File: src/rtl/loop_seq_pkg.sv
// loop_seq_pkg: shared widths, FSM state, loop-count and address-stream types
package loop_seq_pkg;
  localparam int LS_AW = 32;
  localparam int LS_CW = 16;
  typedef enum logic [1:0] {IDLE, RUN, DONE} state_t;
  typedef struct packed {
    logic [LS_CW-1:0] c0;
    logic [LS_CW-1:0] c1;
    logic [LS_CW-1:0] c2;
  } cnt_t;
  typedef struct packed {
    logic [LS_AW-1:0] base;
    logic [LS_AW-1:0] s0;
    logic [LS_AW-1:0] s1;
    logic [LS_AW-1:0] s2;
  } stream_t;
endpackage

File: src/rtl/loop_seq_ctrl_if.sv
// loop_seq_ctrl_if: beat stream to the datapath (valid/ready/last/wa/ia; master drives beats, slave drives ready)
interface loop_seq_ctrl_if
  import loop_seq_pkg::*;
#(parameter int AW = LS_AW);
  logic valid;
  logic ready;
  logic last;
  logic [AW-1:0] wa;
  logic [AW-1:0] ia;
  modport master(output valid, last, wa, ia, input ready);
  modport slave(input valid, last, wa, ia, output ready);
endinterface

File: src/rtl/loop_addr_acc.sv
// loop_addr_acc: cur/row/pln accumulator for one address stream (in: clk, rst, load, step, wrap0, wrap1, cfg; out: cur)
module loop_addr_acc
  import loop_seq_pkg::*;
(
  input  logic             clk,
  input  logic             rst,
  input  logic             load,
  input  logic             step,
  input  logic             wrap0,
  input  logic             wrap1,
  input  stream_t          cfg,
  output logic [LS_AW-1:0] cur
);
  logic [LS_AW-1:0] s0, s1, s2, row, pln, nrow;
  always_comb nrow = wrap1 ? pln + s2 : row + s1;
  always_ff @(posedge clk)
    if (rst) begin
      s0 <= '0;
      s1 <= '0;
      s2 <= '0;
      cur <= '0;
      row <= '0;
      pln <= '0;
    end else if (load) begin
      s0 <= cfg.s0;
      s1 <= cfg.s1;
      s2 <= cfg.s2;
      cur <= cfg.base;
      row <= cfg.base;
      pln <= cfg.base;
    end else if (step) begin
      pln <= wrap1 ? nrow : pln;
      row <= wrap0 ? nrow : row;
      cur <= wrap0 ? nrow : cur + s0;
    end
endmodule

File: src/rtl/loop_seq_ctrl.sv
// loop_seq_ctrl: 3-level nested loop address sequencer (in: clk, rst, start, cnt0-2, wa/ia base+strides; out: run, done, bus beats)
module loop_seq_ctrl
  import loop_seq_pkg::*;
#(
  parameter int AW = LS_AW,
  parameter int CW = LS_CW
) (
  input  logic          clk,
  input  logic          rst,
  input  logic          start,
  input  logic [CW-1:0] cnt0,
  input  logic [CW-1:0] cnt1,
  input  logic [CW-1:0] cnt2,
  input  logic [AW-1:0] wa_base,
  input  logic [AW-1:0] wa_s0,
  input  logic [AW-1:0] wa_s1,
  input  logic [AW-1:0] wa_s2,
  input  logic [AW-1:0] ia_base,
  input  logic [AW-1:0] ia_s0,
  input  logic [AW-1:0] ia_s1,
  input  logic [AW-1:0] ia_s2,
  output logic          run,
  output logic          done,
  loop_seq_ctrl_if.master bus
);
  state_t state;
  cnt_t c;
  stream_t wcfg, icfg;
  logic [CW-1:0] k0, k1, k2, nk0, nk1, nk2;
  logic [AW-1:0] wa_q, ia_q;
  logic hs, w0, w1, fin, nlast, nz, load, step;
  always_comb begin
    hs = bus.valid & bus.ready;
    w0 = k0 == c.c0 - CW'(1);
    w1 = w0 & (k1 == c.c1 - CW'(1));
    fin = w1 & (k2 == c.c2 - CW'(1));
    nk0 = w0 ? '0 : k0 + CW'(1);
    nk1 = w1 ? '0 : w0 ? k1 + CW'(1) : k1;
    nk2 = w1 ? k2 + CW'(1) : k2;
    nlast = (nk0 == c.c0 - CW'(1)) & (nk1 == c.c1 - CW'(1)) & (nk2 == c.c2 - CW'(1));
    nz = (|cnt0) & (|cnt1) & (|cnt2);
    load = (state == IDLE) & start & nz;
    step = hs & ~fin;
    wcfg = '{base: wa_base, s0: wa_s0, s1: wa_s1, s2: wa_s2};
    icfg = '{base: ia_base, s0: ia_s0, s1: ia_s1, s2: ia_s2};
  end
  loop_addr_acc u_wa (
    .clk(clk), .rst(rst), .load(load), .step(step), .wrap0(w0), .wrap1(w1), .cfg(wcfg), .cur(wa_q)
  );
  loop_addr_acc u_ia (
    .clk(clk), .rst(rst), .load(load), .step(step), .wrap0(w0), .wrap1(w1), .cfg(icfg), .cur(ia_q)
  );
  assign bus.wa = wa_q;
  assign bus.ia = ia_q;
  always_ff @(posedge clk)
    if (rst) begin
      state <= IDLE;
      c <= '0;
      k0 <= '0;
      k1 <= '0;
      k2 <= '0;
      run <= 1'b0;
      done <= 1'b0;
      bus.valid <= 1'b0;
      bus.last <= 1'b0;
    end else begin
      case (state)
        IDLE: if (start) begin
          c <= '{c0: cnt0, c1: cnt1, c2: cnt2};
          k0 <= '0;
          k1 <= '0;
          k2 <= '0;
          state <= nz ? RUN : DONE;
          run <= nz;
          bus.valid <= nz;
          bus.last <= (cnt0 == CW'(1)) & (cnt1 == CW'(1)) & (cnt2 == CW'(1));
          done <= ~nz;
        end
        RUN: if (hs) begin
          k0 <= nk0;
          k1 <= nk1;
          k2 <= nk2;
          state <= fin ? DONE : RUN;
          run <= ~fin;
          bus.valid <= ~fin;
          bus.last <= ~fin & nlast;
          done <= fin;
        end
        DONE: begin
          state <= IDLE;
          done <= 1'b0;
        end
        default: state <= IDLE;
      endcase
    end
endmodule
File: src/flat_wrapper.sv
// flat-port wrapper written by rule: the top's interface ports become plain ports
module loop_seq_ctrl_flat import loop_seq_pkg::*;
#(
  parameter int AW = LS_AW,
  parameter int CW = LS_CW
)
  (clk, rst, start, cnt0, cnt1, cnt2, wa_base, wa_s0, wa_s1, wa_s2, ia_base, ia_s0, ia_s1, ia_s2, run, done, bus_valid, bus_last, bus_wa, bus_ia, bus_ready);
  loop_seq_ctrl_if #(.AW(AW)) bus_i ();
  input  logic clk;
  input  logic rst;
  input  logic start;
  input  logic [CW-1:0] cnt0;
  input  logic [CW-1:0] cnt1;
  input  logic [CW-1:0] cnt2;
  input  logic [AW-1:0] wa_base;
  input  logic [AW-1:0] wa_s0;
  input  logic [AW-1:0] wa_s1;
  input  logic [AW-1:0] wa_s2;
  input  logic [AW-1:0] ia_base;
  input  logic [AW-1:0] ia_s0;
  input  logic [AW-1:0] ia_s1;
  input  logic [AW-1:0] ia_s2;
  output logic run;
  output logic done;
  output wire logic [$bits(bus_i.valid)-1:0] bus_valid;
  output wire logic [$bits(bus_i.last)-1:0] bus_last;
  output wire logic [$bits(bus_i.wa)-1:0] bus_wa;
  output wire logic [$bits(bus_i.ia)-1:0] bus_ia;
  input wire logic [$bits(bus_i.ready)-1:0] bus_ready;
  assign bus_valid = bus_i.valid;
  assign bus_last = bus_i.last;
  assign bus_wa = bus_i.wa;
  assign bus_ia = bus_i.ia;
  assign bus_i.ready = bus_ready;
  loop_seq_ctrl #(.AW(AW), .CW(CW)) u_core (.clk(clk), .rst(rst), .start(start), .cnt0(cnt0), .cnt1(cnt1), .cnt2(cnt2), .wa_base(wa_base), .wa_s0(wa_s0), .wa_s1(wa_s1), .wa_s2(wa_s2), .ia_base(ia_base), .ia_s0(ia_s0), .ia_s1(ia_s1), .ia_s2(ia_s2), .run(run), .done(done), .bus(bus_i));
endmodule
File: config.mk
export PLATFORM = sky130hd
export DESIGN_NAME = loop_seq_ctrl_flat
export DESIGN_NICKNAME = d
export VERILOG_FILES = /design/src/rtl/loop_seq_pkg.sv /design/src/rtl/loop_seq_ctrl_if.sv /design/src/rtl/loop_addr_acc.sv /design/src/rtl/loop_seq_ctrl.sv /design/src/flat_wrapper.sv
export SDC_FILE = /design/constraint.sdc
export NUM_CORES = 2
export LEC_CHECK = 0
export CAP_MARGIN = 20
export CORE_MARGIN = 8
export CORE_UTILIZATION = 55
export DETAILED_ROUTE_END_ITERATION = 8
export PLACE_DENSITY_LB_ADDON = 0.05
export SLEW_MARGIN = 0
export SYNTH_ARGS = -nofsm -noshare
export SYNTH_HDL_FRONTEND = slang
export SYNTH_HIERARCHICAL = 1
export SYNTH_SLANG_ARGS = --single-unit
File: constraint.sdc
create_clock -name clk -period 6.2 [get_ports clk]
set_clock_uncertainty 0.2 [all_clocks]
set_input_delay 1.24 -clock clk [delete_from_list [all_inputs] [get_ports clk]]
set_output_delay 1.24 -clock clk [all_outputs]
set_load 0.02 [all_outputs]
After elaboration in Yosys (flattened, before gate mapping)
Cells that the tools add are included.
- flip-flop bits (word level): 485
- bits in latches: 0
- memory bits (writable): 0
- bits in read-only memories: 0
- bits of input ports: 308
- output and inout port bits: 68
- memories kept: 0
- $add $sub $neg: 12
- multipliers: 0
- divide/modulo/power cells: 0
- order comparisons: 0
- equality and inequality tests: 13
- shift operators: 0
- muxes and demuxes: 45
- bitwise gates (word level): 15
- reduce and logical (&&, ||, !) cells: 15
- operators with widths (operator ; count):
    $mux 32 ; 20
    $add 32x32->32 ; 6
    $mux 16 ; 8
    $eq 16x16->1 ; 6
    $pmux 16 s2 ; 3
    $add 16x1->16 const B ; 3
    $eq 16x1->1 const B ; 3
    $reduce_or 16->1 ; 3
    $sub 16x1->16 const B ; 3
    $and 1x1->1 ; 13
    $mux 2 ; 4
    $reduce_and 2->1 ; 4
    $reduce_bool 2->1 ; 4
    $mux 1 ; 6
    $reduce_and 3->1 ; 2
    $pmux 1 s2 ; 2
    $pmux 2 s2 ; 1
    $pmux 1 s3 ; 1
    $reduce_bool 3->1 ; 1
    $eq 2x1->1 const B ; 1
    $eq 2x2->1 const B ; 1
    $logic_not 2->1 ; 1
    $ne 2x1->1 const B ; 1
    $ne 2x2->1 const B ; 1
    $not 1->1 ; 2

Depth between registers and ports, before layout
- word-level depth: 10
- depth in mapped cells: 21

Cells and area by module
Netlist, hierarchy kept.
- by module, submodules not included (module ; times used ; cells each ; area an instance (um^2) ; sequential area each (um^2)):
    loop_addr_acc (u_core.u_ia) ; 1 ; 1632 ; 13100.1 ; 3843.7
    loop_addr_acc (u_core.u_wa) ; 1 ; 1579 ; 13005.0 ; 3843.7
    loop_seq_ctrl ; 1 ; 1160 ; 8194.1 ; 2021.9

Least setup slack after synthesis
Ideal clock, no wire load.
- path type: register -> register
- start: register u_core/c[34] (netlist bit)
- end: register u_core.u_ia.row[29]
- library setup time: 96 ps
- data arrival time: 4621 ps
- required time: 5904 ps
- path slack: 1284 ps
- cell stages (with the launch flop): 20
- path buffers: 7
- period minus slack after synthesis: 4916 ps
- cell sequence: dfxtp_1 buf_6 or4_1 buf_4 nor4b_1 xnor2_1 nand2_1 or4_1 buf_2 inv_2 clkbuf_1 nand2_1 inv_1 clkbuf_1 clkbuf_1 clkbuf_1 nor2_1 mux2i_1 a21oi_2 o41ai_2
- word-level cells in the longest chain between the ends: 8
- elaborated cells between the ends (all ways): 13
- classes of those cells: 1 x add/sub; 1 x eq/ne; 4 x mux; 4 x bitwise; 3 x reduce/logical
- ends and longest elaborated chain (what ; RTL line ; text):
    from (decl) ; loop_seq_ctrl.sv:27 ; cnt_t c;
    from (signal assigned) ; loop_seq_ctrl.sv:69 ; c <= '{c0: cnt0, c1: cnt1, c2: cnt2};
    $sub 16x1->16 (*) ; loop_seq_ctrl.sv:34 ; w0 = k0 == c.c0 - CW'(1);
    $eq 16x16->1 (*) ; loop_seq_ctrl.sv:34 ;
    via u_core.w0 ; loop_seq_ctrl.sv:31 ; logic hs, w0, w1, fin, nlast, nz, load, step;
    $and 1x1->1 (*) ; loop_seq_ctrl.sv:35 ; w1 = w0 & (k1 == c.c1 - CW'(1));
    via u_core.w1 ; loop_seq_ctrl.sv:31 ;
    $and 1x1->1 ; loop_seq_ctrl.sv:36 ; fin = w1 & (k2 == c.c2 - CW'(1));
    $not 1->1 ; loop_seq_ctrl.sv:43 ; step = hs & ~fin;
    $and 1x1->1 ; loop_seq_ctrl.sv:43 ;
    $reduce_bool 2->1 (no source line) ; n/a ;
    $reduce_and 2->1 (no source line) ; n/a ;
    to (signal assigned) ; loop_addr_acc.sv:29 ; row <= cfg.base;
    to (signal assigned) ; loop_addr_acc.sv:33 ; row <= wrap0 ? nrow : row;
    to (decl) ; loop_addr_acc.sv:14 ; logic [LS_AW-1:0] s0, s1, s2, row, pln, nrow;
The timed path passes the listed nets; every way through them passes the cells marked *. The select of a mux whose other input is x is not followed.
A chain may end at the register's enable or synchronous reset.

Worst setup path in the final report
- start: register u_core/c[16] (netlist bit)
- end: register u_core.u_ia.pln[10]
- word-level cells in the longest chain between the ends: 8
- elaborated cells between the ends (all ways): 13
- classes of those cells: 1 x add/sub; 1 x eq/ne; 4 x mux; 4 x bitwise; 3 x reduce/logical
- ends and longest elaborated chain (what ; RTL line ; text):
    $sub 16x1->16 ; loop_seq_ctrl.sv:35 ;
    $eq 16x16->1 ; loop_seq_ctrl.sv:35 ;
    $and 1x1->1 ; loop_seq_ctrl.sv:35 ;
    $and 1x1->1 ; loop_seq_ctrl.sv:36 ;
    $not 1->1 ; loop_seq_ctrl.sv:43 ;
    $and 1x1->1 ; loop_seq_ctrl.sv:43 ;
    via u_core.step ; loop_seq_ctrl.sv:31 ;
    $reduce_bool 2->1 (no source line) ; n/a ;
    $reduce_and 2->1 (no source line) ; n/a ;
    to (signal assigned) ; loop_addr_acc.sv:30 ; pln <= cfg.base;
    to (signal assigned) ; loop_addr_acc.sv:32 ; pln <= wrap1 ? nrow : pln;
    to (decl) ; loop_addr_acc.sv:14 ;
The timed path passes the listed nets, and every way through them passes these cells. The select of a mux whose other input is x is not followed.

==> summary.txt <==
Run status
  – Status: completed

Logic synthesis
  – Adder-Cell Fraction of Synth Area: roughly 7.5%
  – Syn_area_per_cell: between 7 and 8 um2
  – Post-synthesis xor/xnor area fraction: just over 7%
  – Simple logic cell fraction of the synthesized area: a little over a fifth
  – Sequential share of the synthesized area: about 28%
  – Post-synthesis register bit count: roughly 490
  – Async S/R FF share, synth: 0%
  – Synth Warn #: 6
  – Mux contribution to synthesized area: under 10%
  – Post-Synthesis Net Count: ~4,900
  – Post-synth cell types: 124
  – Mapped Cells: roughly 4,400
  – Mapped cell area: ~34,000 um2
  – Synth Area in Compound Gates: about 24%
  – Post-synth EDFFs: 0
  – Predominant post-synthesis flop cell: dfxtp_1
  – Main combinational cell family by area after synthesis: compound AO/OA/AOI/OAI gates

Pwr
  – Leakage: about 0.016 uW
  – VDD IR max: 0.286 mV
  – Cell Pwr Density: 373 nW/um2

CTS
  – H-tree levels: 2
  – Clk Latency, worst-skew pair: between 0.6 and 0.7 ns
  – CTS tree: built
  – Clock buffer depth: 3
  – Clock-pin slew of the registers on the worst-case setup and hold paths: 0.06 ns
  – Post-cts resize count: 0
  – TritonCTS Sinks: 485
  – Clock buffer count from CTS: 55
  – Post-CTS Repair Setup Buffers: 0
  – Cts hold-fix bufs: 0
  – Clock root buffer: clkbuf_16

Setup path
  – Req. time, crit path: between 6 and 7 ns
  – CP Class: reg -> reg
  – Endpoint type of the worst setup path: register
  – Setup crit start kind: register
  – CP max FO: 25
  – Worst R2R End: u_core/u_ia/pln[10]
  – R2r worst-path depth: 16
  – R2r setup slk: 0.84 ns
  – Worst r2r src: u_core/c[16]
  – Setup crit start: u_core/c[16]
  – Arrival time worst endpoint: about 5.6 ns

Drt
  – Number of DRC markers in iteration 0: around 3,100
  – DRC viols: 0
  – Drt wl/cell: around 22 um
  – Vias per inst: 6.20
  – Final wirelength: 122 mm
  – Router iterations before antenna repair: 7
  – Total number of vias: roughly 34,000
  – Post-DRT Antenna Nets: 0

Placed design
  – PortBufs: between 300 and 400
  – Dpl hpwl: between 90 and 100 mm
  – Dpl ws: approximately 0.9 ns
  – RD Place Congestion: about 1.0

Floorplan
  – Die width: roughly 270 um
  – Starting Density: around 56%
  – # rows: 91
  – Core box area: 61,700 um2
  – Die Ht: approximately 270 um
  – Die area: between 70,000 and 80,000 um2
  – Ports: around 380

Global routing
  – Maximum number of pins on one net before global-route repair: 209
  – Most Crowded Layer GR: met2
  – Met3 GRT Util: around 4.7%
  – Initial antenna violation count: 3
  – Overflow after GRT: 0
  – Vias in the first global route: between 30,000 and 40,000
  – Met2 Use GR: 54.5%
  – GRT Total Usage: 32.7%
  – First-pass GRT wire length: between 150 and 200 mm
  – GR Layer Usage met1: between 40% and 50%

Layout
  – Most frequent cells in the layout: nor2_1 (532), dfxtp_1 (485), nand2_1 (467)
  – Register area: 9710 um2
  – Fin nets: slightly above 5,000
  – Share of cells above drive strength 1: slightly below 6%
  – Most common cell after layout, fill and taps aside: nor2_1
  – Largest Register: u_core/c
  – Synth-to-Final Area Change: 17.7%
  – Area occupied by multi-input gates: ~23,000 um2
  – Util after Layout: ~65%
  – # fillers: about 5,500
  – Max reg flops: 48

Worst hold path
  – Hold Path Cell Cnt: 2
  – Hold WC Path Type: reg -> reg
  – Hold path start: u_core/u_wa/row[0]
  – Worst min-delay path endpoint: u_core/u_wa/row[0]

STA
  – Least-Margin Pin Slew: roughly 1.1 ns
  – Final WS setup: between 0.8 and 0.9 ns
  – Fin Hold WS: around 0.26 ns
  – Slew Limit Fails: 0
  – Unrepaired setup endpoints after global routing: false
  – F_max: 0.187 GHz
  – Period utilization: 86.5%
  – Slew HR: ~27%
  – # setup viols final: 0
  – Setup TNS: 0 ns
  – Final min period: about 5.4 ns
  – Hold Violations, Final: 0

Flow run
  – Max Cap Viol: 0
[how the worst max path moves through the flow]
stage,endpoint,slack [ns],cells past startpoint
2_1_floorplan,u_core/u_ia/row[29],1.28,19
3_3_place_gp,u_core/u_ia/pln[10],1.05,16
3_5_place_dp,u_core/u_ia/pln[10],0.90,16
4_1_cts,u_core/u_ia/pln[10],0.94,16
5_1_grt,u_core/u_ia/pln[8],0.54,16
6_report,u_core/u_ia/pln[10],0.84,16
[cells by family (layout without fill, tap and decap cells)]
logic type      count (synthesis)  in the layout
mux                           257            257
simple gates                 1573           1573
flops                         485            485
compound gates               1253           1253
xor+xnor                      268            268
fa+ha+maj                     201            201
other cells                     0              4
buf+inv                       334            596
[synthesized netlist by cell type, types with 49 or more instances]
master | number | area [um2]
a21o_1 | 111 | 833
ha_1 | 195 | 2440
a211oi_1 | 71 | 533
nand3_1 | 108 | 541
nor2_1 | 535 | 2010
and3_1 | 64 | 400
inv_1 | 64 | 240
dfxtp_1 | 485 | 9710
nand2_1 | 467 | 1750
a31oi_1 | 49 | 307
clkbuf_1 | 206 | 773
xor2_1 | 101 | 885
xnor2_1 | 160 | 1400
mux2i_1 | 237 | 2370
a21oi_1 | 398 | 1990
nor3_1 | 93 | 465
o21ai_0 | 217 | 1090
o211ai_1 | 60 | 450
[critical path, cell delays in order (launching register included)]
cell and delay [ns]:
dfxtp_1 0.39, inv_1 0.15, ha_1 0.25, or4b_1 0.65, o31a_1 0.38, o21ai_1 0.22, nand4bb_1 0.13, nor4_1 0.35
or4b_1 0.57, nor2_1 0.32, and3_1 0.30, nor2_4 0.13, buf_4 0.26, nand2_1 0.30, nand2_1 0.33, nand3_1 0.18
a21oi_1 0.07
[stage by stage]
step	cell area [um2]	power [uW]	std cells
after floorplan	34300	9210	4371
after global placement	38500	11500	5370
after detailed placement	38500	11500	5370
after CTS	40400	15000	5470
after global routing	40400	15900	5472
final	40400	15100	5474
[per-layer routing]
metal	up-vias	share of wire (%)
met2	1414	46
met1	15900	41
li1	16300	-
met3	304	7.2
met4	0	5.1
met5	-	0
[cell type report]
type                       count  share of cell area (%)
sequential                   485                    24.0
inverter                      66                   0.623
timing repair buffer         430                    10.5
multi-input combinational   3552                    57.5
clock buffer                  82                    4.09
antenna                        4                  0.0248
tap                          837                    2.59
clock inverter                18                   0.579
[power by group]
part / leakage [uW] / switching, uW / internal (uW)
clock network: 0.000938 / 1390 / 2040
registers: 0.00397 / 644 / 3720
logic: 0.0116 / 4410 / 2850
total: 0.0165 / 6450 / 8620
No activity file was read; power rests on OpenSTA's default activity.
